**src/rtl/spi_pkg.sv**
```systemverilog
// Shared types and constants for the SPI peripheral endpoint.
package spi_pkg;

   localparam int unsigned SPI_DEFAULT_WIDTH = 8;
   localparam int unsigned SPI_SYNC_MIN      = 2;

   typedef enum logic {
      ESPERA   = 1'b0,
      TRANSFER = 1'b1
   } estado_t;

endpackage

```
**src/rtl/sincronizador_spi.sv**
```systemverilog
// N-stage synchroniser with a configurable reset level.
// Produces registered rise/fall pulses one cycle after the synchronised output.
module sincronizador_spi
   import spi_pkg::*;
#(
   parameter int unsigned STAGES  = SPI_SYNC_MIN,
   parameter logic        RST_VAL = 1'b0
) (
   input  logic clk_i,
   input  logic rst_i,
   input  logic d_i,
   output logic q_o,
   output logic rise_o,
   output logic fall_o
);

   logic [STAGES-1:0] sync_q, sync_d;
   logic              prev_q, prev_d;
   logic              rise_q, rise_d;
   logic              fall_q, fall_d;

   always_comb begin
      sync_d = {sync_q[STAGES-2:0], d_i};
      prev_d = sync_q[STAGES-1];
      rise_d = sync_q[STAGES-1] & ~prev_q;
      fall_d = ~sync_q[STAGES-1] & prev_q;
   end

   always_ff @(posedge clk_i) begin
      if (rst_i) begin
         sync_q <= {STAGES{RST_VAL}};
         prev_q <= RST_VAL;
         rise_q <= 1'b0;
         fall_q <= 1'b0;
      end else begin
         sync_q <= sync_d;
         prev_q <= prev_d;
         rise_q <= rise_d;
         fall_q <= fall_d;
      end
   end

   assign q_o    = sync_q[STAGES-1];
   assign rise_o = rise_q;
   assign fall_o = fall_q;

endmodule

```
**src/rtl/spi_esclavo.sv**
```systemverilog
// SPI mode-0 peripheral endpoint, MSB first, oversampled on clk_i.
// Optional frame word counter output n_rx_o under SPI_ESCLAVO_CONTADOR_EN.
module spi_esclavo
   import spi_pkg::*;
#(
   parameter int unsigned DATA_WIDTH  = SPI_DEFAULT_WIDTH,
   parameter int unsigned SYNC_STAGES = SPI_SYNC_MIN
) (
   input  logic                  clk_i,
   input  logic                  rst_i,
   input  logic                  sclk_i,
   input  logic                  cs_i,
   input  logic                  MOSI,
   output logic                  MISO,
   input  logic [DATA_WIDTH-1:0] tx_data_i,
   input  logic                  tx_valid_i,
   output logic                  tx_ready_o,
   output logic [DATA_WIDTH-1:0] rx_data_o,
   output logic                  rx_valid_o,
   input  logic                  rx_ack_i,
   input  logic                  clr_flags_i,
   output logic                  overrun_o,
   output logic                  underrun_o,
   output logic                  busy_o
`ifdef SPI_ESCLAVO_CONTADOR_EN
   ,
   output logic [9:0]            n_rx_o
`endif
);

   localparam int unsigned    CW     = (DATA_WIDTH > 1) ? $clog2(DATA_WIDTH) : 1;
   localparam logic [CW-1:0]  ULTIMO = CW'(DATA_WIDTH - 1);

   logic cs_sync, cs_fall, cs_rise;
   logic sclk_rise, sclk_fall, sclk_lvl_unused;
   logic mosi_sync, mosi_rise_unused, mosi_fall_unused;

   sincronizador_spi #(.STAGES(SYNC_STAGES), .RST_VAL(1'b1)) u_sync_cs (
      .clk_i (clk_i), .rst_i (rst_i), .d_i (cs_i),
      .q_o   (cs_sync), .rise_o (cs_rise), .fall_o (cs_fall)
   );

   sincronizador_spi #(.STAGES(SYNC_STAGES), .RST_VAL(1'b0)) u_sync_sclk (
      .clk_i (clk_i), .rst_i (rst_i), .d_i (sclk_i),
      .q_o   (sclk_lvl_unused), .rise_o (sclk_rise), .fall_o (sclk_fall)
   );

   sincronizador_spi #(.STAGES(SYNC_STAGES), .RST_VAL(1'b0)) u_sync_mosi (
      .clk_i (clk_i), .rst_i (rst_i), .d_i (MOSI),
      .q_o   (mosi_sync), .rise_o (mosi_rise_unused), .fall_o (mosi_fall_unused)
   );

   estado_t               state_q, state_d;
   logic [CW-1:0]         bit_cnt_q, bit_cnt_d;
   logic [DATA_WIDTH-1:0] shift_rx_q, shift_rx_d;
   logic [DATA_WIDTH-1:0] shift_tx_q, shift_tx_d;
   logic [DATA_WIDTH-1:0] hold_q, hold_d;
   logic                  tx_ready_q, tx_ready_d;
   logic [DATA_WIDTH-1:0] rx_data_q, rx_data_d;
   logic                  rx_valid_q, rx_valid_d;
   logic                  overrun_q, overrun_d;
   logic                  underrun_q, underrun_d;
   logic                  fin_q, fin_d;
   logic                  busy_q, busy_d;
   logic                  word_start;
`ifdef SPI_ESCLAVO_CONTADOR_EN
   logic [9:0]            n_rx_q, n_rx_d;
`endif

   // fin_q marks that the last rise completed a word, so the next fall starts one
   always_comb begin
      state_d    = state_q;
      bit_cnt_d  = bit_cnt_q;
      shift_rx_d = shift_rx_q;
      shift_tx_d = shift_tx_q;
      hold_d     = hold_q;
      tx_ready_d = tx_ready_q;
      rx_data_d  = rx_data_q;
      rx_valid_d = rx_valid_q;
      overrun_d  = overrun_q;
      underrun_d = underrun_q;
      fin_d      = fin_q;
      busy_d     = ~cs_sync;
      word_start = 1'b0;
`ifdef SPI_ESCLAVO_CONTADOR_EN
      n_rx_d     = n_rx_q;
`endif

      if (clr_flags_i) begin
         overrun_d  = 1'b0;
         underrun_d = 1'b0;
      end
      if (rx_ack_i) begin
         rx_valid_d = 1'b0;
      end

      case (state_q)
         ESPERA: begin
            bit_cnt_d = '0;
            if (cs_fall) begin
               state_d    = TRANSFER;
               word_start = 1'b1;
               fin_d      = 1'b0;
`ifdef SPI_ESCLAVO_CONTADOR_EN
               n_rx_d     = '0;
`endif
            end
         end
         TRANSFER: begin
            if (cs_rise) begin
               state_d    = ESPERA;
               bit_cnt_d  = '0;
               shift_rx_d = '0;
               shift_tx_d = '0;
               fin_d      = 1'b0;
            end else begin
               if (sclk_rise) begin
                  shift_rx_d = {shift_rx_q[DATA_WIDTH-2:0], mosi_sync};
                  if (bit_cnt_q == ULTIMO) begin
                     bit_cnt_d  = '0;
                     fin_d      = 1'b1;
                     rx_data_d  = shift_rx_d;
                     rx_valid_d = 1'b1;
                     if (rx_valid_q && !rx_ack_i) begin
                        overrun_d = 1'b1;
                     end
`ifdef SPI_ESCLAVO_CONTADOR_EN
                     if (n_rx_q != 10'h3FF) begin
                        n_rx_d = n_rx_q + 10'd1;
                     end
`endif
                  end else begin
                     bit_cnt_d = bit_cnt_q + CW'(1);
                  end
               end
               if (sclk_fall) begin
                  if (fin_q) begin
                     word_start = 1'b1;
                     fin_d      = 1'b0;
                  end else begin
                     shift_tx_d = shift_tx_q << 1;
                  end
               end
            end
         end
         default: state_d = ESPERA;
      endcase

      // A write in the word-start cycle sees the old (empty) holding register
      if (word_start) begin
         if (!tx_ready_q) begin
            shift_tx_d = hold_q;
            tx_ready_d = 1'b1;
         end else begin
            shift_tx_d = '0;
            underrun_d = 1'b1;
         end
      end
      if (tx_valid_i && tx_ready_q) begin
         hold_d     = tx_data_i;
         tx_ready_d = 1'b0;
      end
   end

   always_ff @(posedge clk_i) begin
      if (rst_i) begin
         state_q    <= ESPERA;
         bit_cnt_q  <= '0;
         shift_rx_q <= '0;
         shift_tx_q <= '0;
         hold_q     <= '0;
         tx_ready_q <= 1'b1;
         rx_data_q  <= '0;
         rx_valid_q <= 1'b0;
         overrun_q  <= 1'b0;
         underrun_q <= 1'b0;
         fin_q      <= 1'b0;
         busy_q     <= 1'b0;
`ifdef SPI_ESCLAVO_CONTADOR_EN
         n_rx_q     <= '0;
`endif
      end else begin
         state_q    <= state_d;
         bit_cnt_q  <= bit_cnt_d;
         shift_rx_q <= shift_rx_d;
         shift_tx_q <= shift_tx_d;
         hold_q     <= hold_d;
         tx_ready_q <= tx_ready_d;
         rx_data_q  <= rx_data_d;
         rx_valid_q <= rx_valid_d;
         overrun_q  <= overrun_d;
         underrun_q <= underrun_d;
         fin_q      <= fin_d;
         busy_q     <= busy_d;
`ifdef SPI_ESCLAVO_CONTADOR_EN
         n_rx_q     <= n_rx_d;
`endif
      end
   end

   assign MISO       = shift_tx_q[DATA_WIDTH-1];
   assign tx_ready_o = tx_ready_q;
   assign rx_data_o  = rx_data_q;
   assign rx_valid_o = rx_valid_q;
   assign overrun_o  = overrun_q;
   assign underrun_o = underrun_q;
   assign busy_o     = busy_q;
`ifdef SPI_ESCLAVO_CONTADOR_EN
   assign n_rx_o     = n_rx_q;
`endif

endmodule
```
**config.mk**
```make
export PLATFORM = sky130hd
export DESIGN_NAME = spi_esclavo
export DESIGN_NICKNAME = d
export VERILOG_FILES = /design/src/rtl/spi_pkg.sv /design/src/rtl/sincronizador_spi.sv /design/src/rtl/spi_esclavo.sv
export SDC_FILE = /design/constraint.sdc
export NUM_CORES = 1
export LEC_CHECK = 0
export BUFFER_PORTS_ARGS = -buffer_cell sky130_fd_sc_hd__buf_4
export CAP_MARGIN = 20
export CORE_ASPECT_RATIO = 0.6
export CORE_MARGIN = 5
export CORE_UTILIZATION = 40
export DETAILED_ROUTE_END_ITERATION = 6
export PLACE_DENSITY_LB_ADDON = 0.08
export SYNTH_ARGS = -nofsm -noshare
export SYNTH_HDL_FRONTEND = slang
export SYNTH_SLANG_ARGS = --single-unit
```
**constraint.sdc**
```tcl
create_clock -name clk_i -period 2.5 [get_ports clk_i]
set_input_delay 0.125 -clock clk_i [delete_from_list [all_inputs] [get_ports clk_i]]
set_output_delay 0.125 -clock clk_i [all_outputs]
set_load 0.05 [all_outputs]
```
==> results of run 1 <==
-- registers in the layout, summed over array words and instances, names as in the netlist --
| register | count |
|---|---|
| bit_cnt_q | 3 |
| busy_o | 1 |
| fin_q | 1 |
| hold_q | 8 |
| overrun_o | 1 |
| rx_data_o | 8 |
| rx_valid_o | 1 |
| shift_rx_q | 7 |
| shift_tx_q | 8 |
| state_q | 1 |
| tx_ready_o | 1 |
| u_sync_cs.fall_o | 1 |
| u_sync_cs.prev_q | 1 |
| u_sync_cs.rise_o | 1 |
| u_sync_cs.sync_q | 2 |
| u_sync_mosi.sync_q | 2 |
| u_sync_sclk.fall_o | 1 |
| u_sync_sclk.prev_q | 1 |
| u_sync_sclk.rise_o | 1 |
| u_sync_sclk.sync_q | 2 |
| underrun_o | 1 |
-- cell families (layout without fill, tap and decap cells) --
| family | count (synthesis) | count (layout) | share of synthesized area [%] |
|---|---|---|---|
| adders and majority gates | 2 | 2 | 1.22 |
| buffers and inverters | 21 | 43 | 4.71 |
| and+or+nand+nor | 89 | 89 | 23.0 |
| muxes | 2 | 2 | 0.979 |
| DFF | 53 | 53 | 51.9 |
| AOI/OAI and AO/OA | 61 | 61 | 18.2 |
-- per-layer routing --
| metal | wire length (um) | track usage (%) |
|---|---|---|
| met3 | 254 | 4.67 |
| met1 | 2390 | 21.4 |
| met2 | 1470 | 16.3 |
| met4 | 43 | 4.91 |
| met5 | 0 | 0 |
-- cells in the final DEF, fill, tap and decap left out --
cell type,synthesis,layout
a21oi_1,26,26
a211oi_2,1,1
nor3_1,3,3
ha_1,2,2
and2b_1,2,2
buf_4,2,30
clkinvlp_4,0,2
dlygate4sd3_1,0,1
a32oi_1,7,7
nand2_1,28,28
nor2_1,10,10
nor2b_1,20,20
and2_4,1,1
or3b_1,1,1
nand2b_1,4,4
o21ai_0,17,17
dfxtp_1,53,53
clkbuf_8,0,5
a311oi_1,7,7
mux2i_1,2,2
nand4b_1,1,1
a2bb2oi_1,1,1
nand3_1,8,8
inv_1,4,4
clkbuf_1,10,1
and4b_1,2,2
o21ai_1,1,1
o31ai_1,1,1
or2_2,4,4
nor3b_1,4,4
and2_1,1,1
-- cell type report --
type                    count  area, um2  area share (%)
flip-flops and latches     53       1060            44.8
multi-input cells         154        887            37.5
repair buffers             31        235            9.93
well taps                  66       82.6            3.49
clock buffers               6       72.6            3.06
clock inverters             2       15.0           0.634
inverters                   4       15.0           0.634
-- power by group --
group	switching, uW	leakage (uW)	internal, uW
Combinational	63.0	0.000406	50.5
Sequential	16.2	0.000431	868
Clock	273	0.0000374	198
Total	352	0.000874	1120
-- path summary, 6_finish.rpt --
path	to	slack [ns]	cells past startpoint
setup reg to reg	shift_tx_q[2]	0.97	3
setup / recovery	shift_tx_q[2]	0.97	3
hold reg to reg	u_sync_sclk.rise_o	0.40	1
hold / removal	u_sync_mosi.sync_q[0]	0.03	2
-- worst max-delay path, stage by stage (launching register included) --
cell	delay, ns
dfxtp_1	0.54
and4b_1	0.44
o21ai_0	0.19
a311oi_1	0.28
-- timing repair --
action,CTS,global route
hold buffers,1,0
resized for setup,0,0
hold endpoints to repair,1,0
-- per-stage QoR --
step	total power (uW)	worst slack [ns]	util, %	cell area, um2
5_1_grt	1540	0.704	47.3	2370
4_1_cts	1490	0.951	47.3	2370
3_5_place_dp	1020	0.974	45.4	2270
2_1_floorplan	980	0.946	-	2040
3_3_place_gp	1020	0.978	45.4	2270
6_report	1470	0.974	47.3	2370
==> flow_metrics.py, run 1 <==
metrics = {
    "run_status": {
        "status": "complete, no violations",
    },
    "critical_path": {
        "path_max_fanout": 10,
        "startpoint_type": "flip-flop",
        "r2r-start": "fin_q",
        "end_kind": "flip-flop",
        "worst-setup-path-type": "reg -> reg",
        "cp_data_required_time_ns": 2.72,
        "cp-startpoint": "fin_q",
        "worstPathArrival_ns": 1.75,
    },
    "sta": {
        "skew_ns": 0.00701,
        "worstMarginPinSlew_ns": 0.510,
        "slew_viol_final": 0,
        "whs_ns": 0.0302,
        "finalSetupViolations": 0,
        "max_freq_mhz": 655,
        "period_minus_slack_ns": 1.53,
        "rsz0062_at_grt": "no",
        "slew_headroom_pct": 66.0,
        "hold_violations": 0,
        "fin_crit_sh_pct": 61.0,
        "setup_tns_ns": 0,
    },
    "final_layout": {
        "nFillCells": 504,
        "diodes": 0,
        "areaGrowthSynthToFinish_pct": 15.9,
        "nNetsFinal": 267,
        "drive_above_1_share_pct": 17.2,
        "stdcell_count": 316,
    },
    "logic_synthesis": {
        "yosysTopAreaCell": "dfxtp_1",
        "syn_area_um2": 2040,
        "synthDominantCellAreaShare_pct": 51.9,
        "yosysMostFrequentCell": "dfxtp_1",
        "synth_area_leaders": "dfxtp_1 (52%), a21oi_1 (6.4%), nor2b_1 (6.1%)",
        "synth_edf_count": 0,
        "synth_ff_type": "dfxtp_1",
        "ys_seq_area_share_pct": 51.9,
        "ys_types": 32,
        "synthesis.nets": 246,
        "synthTopCellsByCount": "dfxtp_1 (53), nand2_1 (28), a21oi_1 (26), nor2b_1 (20), o21ai_0 (17)",
        "avgSynthCellArea_um2": 8.97,
        "ys_ff_latch": 53,
        "synthArstFlopShare_pct": 0,
        "postSynthCellCount": 228,
        "yosys_warnings": 0,
    },
    "placement": {
        "port_buffers": 29,
        "dp_hpwl_um": 2870,
        "placedCellCount": 307,
        "place_congestion": 0.788,
    },
    "clock_tree": {
        "cts_tree": "yes",
        "clockBufferDepth": 2,
        "numCtsBuffers": 5,
        "cts.clk_slew.worst_paths_ns": 0.09,
        "htree_levels": 2,
        "clock_sinks": 53,
        "root_buffer": "clkbuf_8",
        "cts_setup_buffers": 0,
        "clk_latency_ns": 0.30,
    },
    "min_path": {
        "min_from": "MOSI",
        "holdCritPathClass": "in -> reg",
    },
    "route": {
        "wire_per_inst_um": 13.2,
        "ant_nets": 0,
        "drtIter0Drc": 83,
        "drcViolationCount": 0,
        "drt-total-wl_um": 4160,
        "vias": 1578,
        "firstDrtPassIters": 4,
        "viasPerCell": 4.99,
    },
    "global_route": {
        "antenna_found_initial": 0,
        "grt_pass1_vias": 1490,
        "grt_start_max_net_pins": 52,
        "grt_pass1_wl_um": 7140,
        "globalRouteTotalUtil_pct": 13.6,
        "grt-ovfl-total": 0,
    },
    "pwr": {
        "leakagePower_uw": 0.000874,
        "ir_worst_vdd_mv": 0.304,
        "powerDensity_nw_per_um2": 620,
    },
    "die": {
        "die_h_um": 65.4,
        "io_pins": 30,
        "num_rows": 20,
        "core_area_um2": 5000,
        "die_w_um": 102,
        "dieArea_um2": 6690,
        "start_util_pct": 40.9,
    },
    "flow_run": {
        "maxCapViolations": 0,
    },
}
(Power assumes the default switching activity.)
==> run 2, diff against run 1 <==
==> constraint.sdc (replaced) <==
create_clock -name clk_i -period 1.26 [get_ports clk_i]
set_input_delay 0.063 -clock clk_i [delete_from_list [all_inputs] [get_ports clk_i]]
set_output_delay 0.063 -clock clk_i [all_outputs]
set_load 0.05 [all_outputs]
==> flow_metrics.py, run 2 (synthesis gave the netlist of run 1 again) <==
metrics = {
    "run_status": {
        "violations": "setup timing",
        "status": "finished with violations",
    },
    "clock_tree": {
        "cts.clk_slew.worst_paths_ns": 0.10,
        "cts_tree": "yes",
        "root_buffer": "clkbuf_8",
        "clk_latency_ns": 0.30,
        "numCtsBuffers": 5,
        "clock_sinks": 53,
        "clockBufferDepth": 2,
        "htree_levels": 2,
    },
    "sta": {
        "max_freq_mhz": 791,
        "setup_slack_ns": -0.00460,
        "period_minus_slack_ns": 1.26,
        "slew_headroom_pct": 77.0,
        "setup_tns_ns": -0.00608,
        "rsz0062_at_grt": "yes",
        "skew_ns": 0.00463,
        "finalSetupViolations": 2,
        "worstMarginPinSlew_ns": 0.345,
        "fin_crit_sh_pct": 100,
        "hold_violations": 0,
        "slew_viol_final": 0,
    },
    "final_layout": {
        "nNetsFinal": 282,
        "diodes": 0,
        "fin_util_pct": 52.9,
        "final_common_cell": "dfxtp_1",
        "mostFrequentLayoutCells": "dfxtp_1 (48), buf_4 (38), nand2_1 (28)",
        "areaGrowthSynthToFinish_pct": 29.5,
        "drive_above_1_share_pct": 29.4,
    },
    "route": {
        "drt-total-wl_um": 4530,
        "ant_nets": 0,
        "vias": 1653,
        "drcViolationCount": 0,
        "firstDrtPassIters": 4,
        "wire_per_inst_um": 13.7,
        "drtIter0Drc": 104,
        "viasPerCell": 4.99,
    },
    "pwr": {
        "leakagePower_uw": 0.000973,
        "powerDensity_nw_per_um2": 1210,
        "ir_worst_vdd_mv": 0.552,
        "finalPower_uw": 3210,
    },
    "critical_path": {
        "path_max_fanout": 8,
        "startpoint_type": "flip-flop",
        "r2r_setup_slack_ns": -0.005,
        "r2r-start": "bit_cnt_q[1]",
        "r2r_end": "rx_data_o[1]",
        "reg2reg_depth": 6,
        "end_kind": "flip-flop",
        "cp_data_required_time_ns": 1.46,
        "worstPathArrival_ns": 1.47,
        "worst-setup-path-type": "reg -> reg",
    },
    "die": {
        "die_h_um": 65.4,
        "dieArea_um2": 6690,
        "start_util_pct": 40.9,
        "die_w_um": 102,
        "io_pins": 30,
        "num_rows": 20,
        "core_area_um2": 5000,
    },
    "global_route": {
        "globalRouteTotalUtil_pct": 14.6,
        "grt_pass1_vias": 1560,
        "grt_pass1_wl_um": 7700,
        "grt-ovfl-total": 0,
        "antenna_found_initial": 0,
        "grt_start_max_net_pins": 33,
    },
    "min_path": {
        "hold_depth": 3,
        "min_from": "tx_data_i[4]",
        "holdCritPathClass": "in -> reg",
        "min_to": "hold_q[4]",
    },
    "flow_run": {
        "maxCapViolations": 0,
    },
    "placement": {
        "dp_hpwl_um": 2990,
        "place_congestion": 0.728,
        "port_buffers": 29,
    },
}
==> run 2: changes by cell type in the layout (fill, tap and decap cells not counted), moves of 3 or more <==
cell           before  now
buf_6               0    3
dlygate4sd3_1       1    4
dfxtp_1            53   48
o21ai_1             1    7
a32oi_1             7    4
buf_4              30   38
a21oi_1            26   21
o21ai_0            17   10
dfxtp_4             0    4
a21oi_2             0    5
a32oi_2             0    3
==> run 2: layout make-up <==
cell class	instances	area (um2)
Clock buffer	6	82.6
Clock inverter	2	37.5
Fill cell	478	2360
Inverter	4	15.0
Multi-Input combinational cell	155	993
Sequential cell	53	1080
Tap cell	66	82.6
Timing Repair Buffer	45	359
==> run 2: worst max path at each step <==
stage / startpoint / end / slack (ns) / depth (start not counted)
5_1_grt: bit_cnt_q[1] / rx_data_o[5] / -0.11 / 6
6_report: bit_cnt_q[1] / rx_data_o[1] / -0.005 / 6
3_3_place_gp: state_q / fin_q / -0.05 / 3
4_1_cts: bit_cnt_q[1] / rx_data_o[0] / -0.002 / 6
3_5_place_dp: bit_cnt_q[1] / rx_data_o[5] / -0.08 / 6
2_1_floorplan: state_q / fin_q / -0.004 / 5
==> run 2: power by group <==
| group | internal [uW] | switching, uW | total (uW) |
|---|---|---|---|
| clock network | 647 | 566 | 1210 |
| registers | 1720 | 35.0 | 1750 |
| logic | 115 | 128 | 243 |
| total | 2480 | 730 | 3210 |
==> run 2: per-layer routing <==
layer | track usage [%] | part of all wire [%]
met5 | 0 | 0
met4 | 3.93 | 0.71
met3 | 4.35 | 5.5
met2 | 19.4 | 37
met1 | 22.5 | 57
==> run 2: metrics by stage <==
| step | hold WS, ns | instances | cell area [um2] | setup slack, ns |
|---|---|---|---|---|
| after floorplan | 0.142 | 228 | 2090 | -0.00365 |
| after global placement | 0.251 | 317 | 2360 | -0.0463 |
| after detailed placement | 0.251 | 317 | 2360 | -0.0831 |
| after CTS | 0.00396 | 329 | 2550 | -0.00194 |
| after global routing | 0.0131 | 331 | 2650 | -0.110 |
| final | 0.0153 | 331 | 2650 | -0.00460 |
==> run 2: what timing repair did <==
action                                  4_1_cts  5_1_grt
cloned                                        0        1
hold endpoints to repair                      3        1
gates resized for setup                      11       25
buffers inserted                              1        0
pin swaps                                     4        5
endpoints found under the setup margin       17       31
hold buffers                                  3        1
==> run 2: critical path, stage by stage (launching register included) <==
cell and delay, ns:
dfxtp_4 0.37, ha_4 0.16, ha_4 0.16, and4b_1 0.20, buf_6 0.14, nand2_1 0.09, a21oi_2 0.05
==> run 3, diff against run 2 <==
--- a/config.mk
+++ b/config.mk
@@ -5,7 +5,8 @@
 export SDC_FILE = /design/constraint.sdc
 export NUM_CORES = 1
 export LEC_CHECK = 0
-export BUFFER_PORTS_ARGS = -buffer_cell sky130_fd_sc_hd__buf_4
+export ABC_AREA = 1
+export BUFFER_PORTS_ARGS = -buffer_cell sky130_fd_sc_hd__buf_2
 export CAP_MARGIN = 20
 export CORE_ASPECT_RATIO = 0.6
 export CORE_MARGIN = 5
==> constraint.sdc (replaced) <==
create_clock -name clk_i -period 1.26 [get_ports clk_i]
set_input_delay 0.063 -clock clk_i [delete_from_list [all_inputs] [get_ports clk_i]]
set_output_delay 0.063 -clock clk_i [all_outputs]
set_load 0.02 [all_outputs]
==> flow_metrics.py, run 3 <==
metrics = {
    "run_status": {
        "status": "complete, no violations",
    },
    "global_route": {
        "globalRouteTotalUtil_pct": 13.6,
        "antenna_found_initial": 0,
        "grt_start_max_net_pins": 20,
        "grt_pass1_wl_um": 7520,
        "grt-ovfl-total": 0,
        "grt_pass1_vias": 1624,
    },
    "sta": {
        "finalSetupViolations": 0,
        "worstMarginPinSlew_ns": 0.324,
        "period_minus_slack_ns": 1.24,
        "setup_slack_ns": 0.0187,
        "whs_ns": 0.0244,
        "slew_viol_final": 0,
        "fin_crit_sh_pct": 98.5,
        "hold_violations": 0,
        "rsz0062_at_grt": "yes",
        "max_freq_mhz": 806,
        "slew_headroom_pct": 78.4,
        "skew_ns": 0.00827,
    },
    "logic_synthesis": {
        "postSynthCellCount": 281,
        "ys_seq_area_share_pct": 49.6,
        "synthesis.nets": 299,
        "yosysTopAreaCell": "dfxtp_1",
        "synthArstFlopShare_pct": 0,
        "ys_types": 24,
        "ys_ff_latch": 53,
        "synth_area_leaders": "dfxtp_1 (50%), nand2_1 (14%), a21oi_1 (7.0%)",
        "syn_area_um2": 2140,
        "yosysMostFrequentCell": "nand2_1",
        "avgSynthCellArea_um2": 7.61,
        "yosys_warnings": 0,
        "synth_edf_count": 0,
        "synthDominantCellAreaShare_pct": 49.6,
        "synth_ff_type": "dfxtp_1",
        "synthTopCellsByCount": "nand2_1 (77), dfxtp_1 (53), a21oi_1 (30), inv_1 (30), nor2_1 (30)",
    },
    "critical_path": {
        "r2r-start": "bit_cnt_q[1]",
        "r2r_setup_slack_ns": 0.02,
        "path_max_fanout": 5,
        "r2r_end": "rx_data_o[1]",
        "end_kind": "flip-flop",
        "cp-startpoint": "bit_cnt_q[1]",
        "reg2reg_depth": 7,
        "worst-setup-path-type": "reg -> reg",
        "endpoint": "rx_data_o[1]",
        "crit_chain": "ha_4, ha_4, nand2_4, nor2_4, buf_6, nand2_1, a21oi_1",
        "cpMaxStageDelayCell": "dfxtp_2",
        "path_common_cell": "ha_4",
        "startpoint_type": "flip-flop",
        "worstPathArrival_ns": 1.48,
        "cp_data_required_time_ns": 1.50,
        "cp_slowest_stage_delay_ns": 0.36,
    },
    "clock_tree": {
        "clockBufferDepth": 2,
        "clock_sinks": 53,
        "root_buffer": "clkbuf_8",
        "htree_levels": 2,
        "numCtsBuffers": 5,
        "cts.clk_slew.worst_paths_ns": 0.10,
        "cts_tree": "yes",
        "cts_setup_buffers": 0,
        "clk_latency_ns": 0.30,
    },
    "route": {
        "firstDrtPassIters": 4,
        "drtIter0Drc": 58,
        "ant_nets": 0,
        "vias": 1715,
        "drt-total-wl_um": 4360,
        "drcViolationCount": 0,
        "viasPerCell": 4.38,
        "wire_per_inst_um": 11.1,
    },
    "min_path": {
        "holdCritPathClass": "in -> reg",
        "hold_depth": 4,
    },
    "placement": {
        "pre_cts_ws_ns": -0.0802,
        "dp_hpwl_um": 3030,
        "port_buffers": 29,
        "place_congestion": 0.730,
    },
    "die": {
        "num_rows": 20,
        "dieArea_um2": 6960,
        "core_area_um2": 5130,
        "die_w_um": 104,
        "die_h_um": 66.7,
        "start_util_pct": 41.7,
        "io_pins": 30,
    },
    "final_layout": {
        "diodes": 0,
        "drive_above_1_share_pct": 31.9,
        "final_common_cell": "nand2_1",
        "fin_util_pct": 51.5,
        "nNetsFinal": 343,
        "mostFrequentLayoutCells": "nand2_1 (69), dfxtp_1 (48), inv_1 (29), buf_2 (29), nor2_1 (28)",
        "areaGrowthSynthToFinish_pct": 23.5,
        "nFillCells": 516,
    },
    "pwr": {
        "leakagePower_uw": 0.00120,
        "powerDensity_nw_per_um2": 1090,
        "ir_worst_vdd_mv": 0.645,
    },
    "flow_run": {
        "maxCapViolations": 0,
    },
}
-- run 3: cell types whose count changed after synthesis, sizes merged, moves of 4 or more --
cell | before | now
a21oi | 26 | 30
a311oi | 7 | 0
a32oi | 7 | 0
clkbuf | 11 | 6
inv | 4 | 32
nand2 | 28 | 84
nand2b | 4 | 0
nand3 | 8 | 4
nor2 | 10 | 45
nor2b | 20 | 0
nor3b | 4 | 0
o21ai | 18 | 13
-- run 3: worst min path at each step --
stage / from / end / slack (ns)
after detailed placement: cs_i / u_sync_cs.sync_q[0] / 0.25
after CTS: clr_flags_i / underrun_o / 0.01
after global placement: cs_i / u_sync_cs.sync_q[0] / 0.25
after global routing: clr_flags_i / overrun_o / 0.04
after floorplan: cs_i / u_sync_cs.sync_q[0] / 0.17
final: clr_flags_i / underrun_o / 0.02
-- run 3: layer usage --
metal	track usage, %	routed length, um	part of all wire (%)
met5	0	0	0
met4	5.33	49	1.1
met3	3.78	183	4.2
met2	18.5	1630	37
met1	20.0	2490	57
-- run 3: repair_timing --
| item | in CTS | in global routing |
|---|---|---|
| endpoints found under the hold margin | 3 | 0 |
| setup endpoints to repair | 9 | 24 |
| hold buffers | 3 | 0 |
| gates resized for setup | 14 | 22 |
| cloned | 1 | 0 |
| pin swaps | 2 | 11 |
-- run 3: logic make-up (layout without fill, tap and decap cells) --
logic type	after synthesis	after routing	share of synthesized area, %
simple gates	138	138	29.1
flops	53	53	49.6
compound gates	45	45	11.1
buf+inv	43	88	9.01
fa+ha+maj	2	2	1.17
-- run 3: layout make-up --
class                      instances  area [um2]  share of cell area (%)
clock buffer                       6        72.6                    2.75
clock inverter                     2        10.0                   0.379
inverter                          33         129                    4.88
multi-input combinational        185         986                    37.3
sequential                        53        1070                    40.4
tap                               66        82.6                    3.13
timing repair buffer              47         295                    11.2
-- run 3: power breakdown --
group / leakage [uW] / switching (uW) / internal (uW)
Combinational: 0.000724 / 125 / 79.9
Clock: 0.0000450 / 554 / 387
Sequential: 0.000434 / 17.5 / 1720
-- run 3: stage by stage --
stage	instances	area [um2]	total power [uW]	TNS [ns]
after floorplan	281	2140	1900	0
after global placement	380	2410	1960	-0.0597
after detailed placement	380	2410	1960	-0.574
after CTS	392	2570	2910	0
after global routing	392	2640	3020	-0.462
final	392	2640	2880	0
-- run 3: worst max-delay path, delay by kind of cell (launching register included) --
| kind | cells | cell delay, ns |
|---|---|---|
| flops | 1 | 0.36 |
| compound gates | 1 | 0.12 |
| buf+inv | 1 | 0.15 |
| simple gates | 3 | 0.28 |
| fa+ha+maj | 2 | 0.27 |
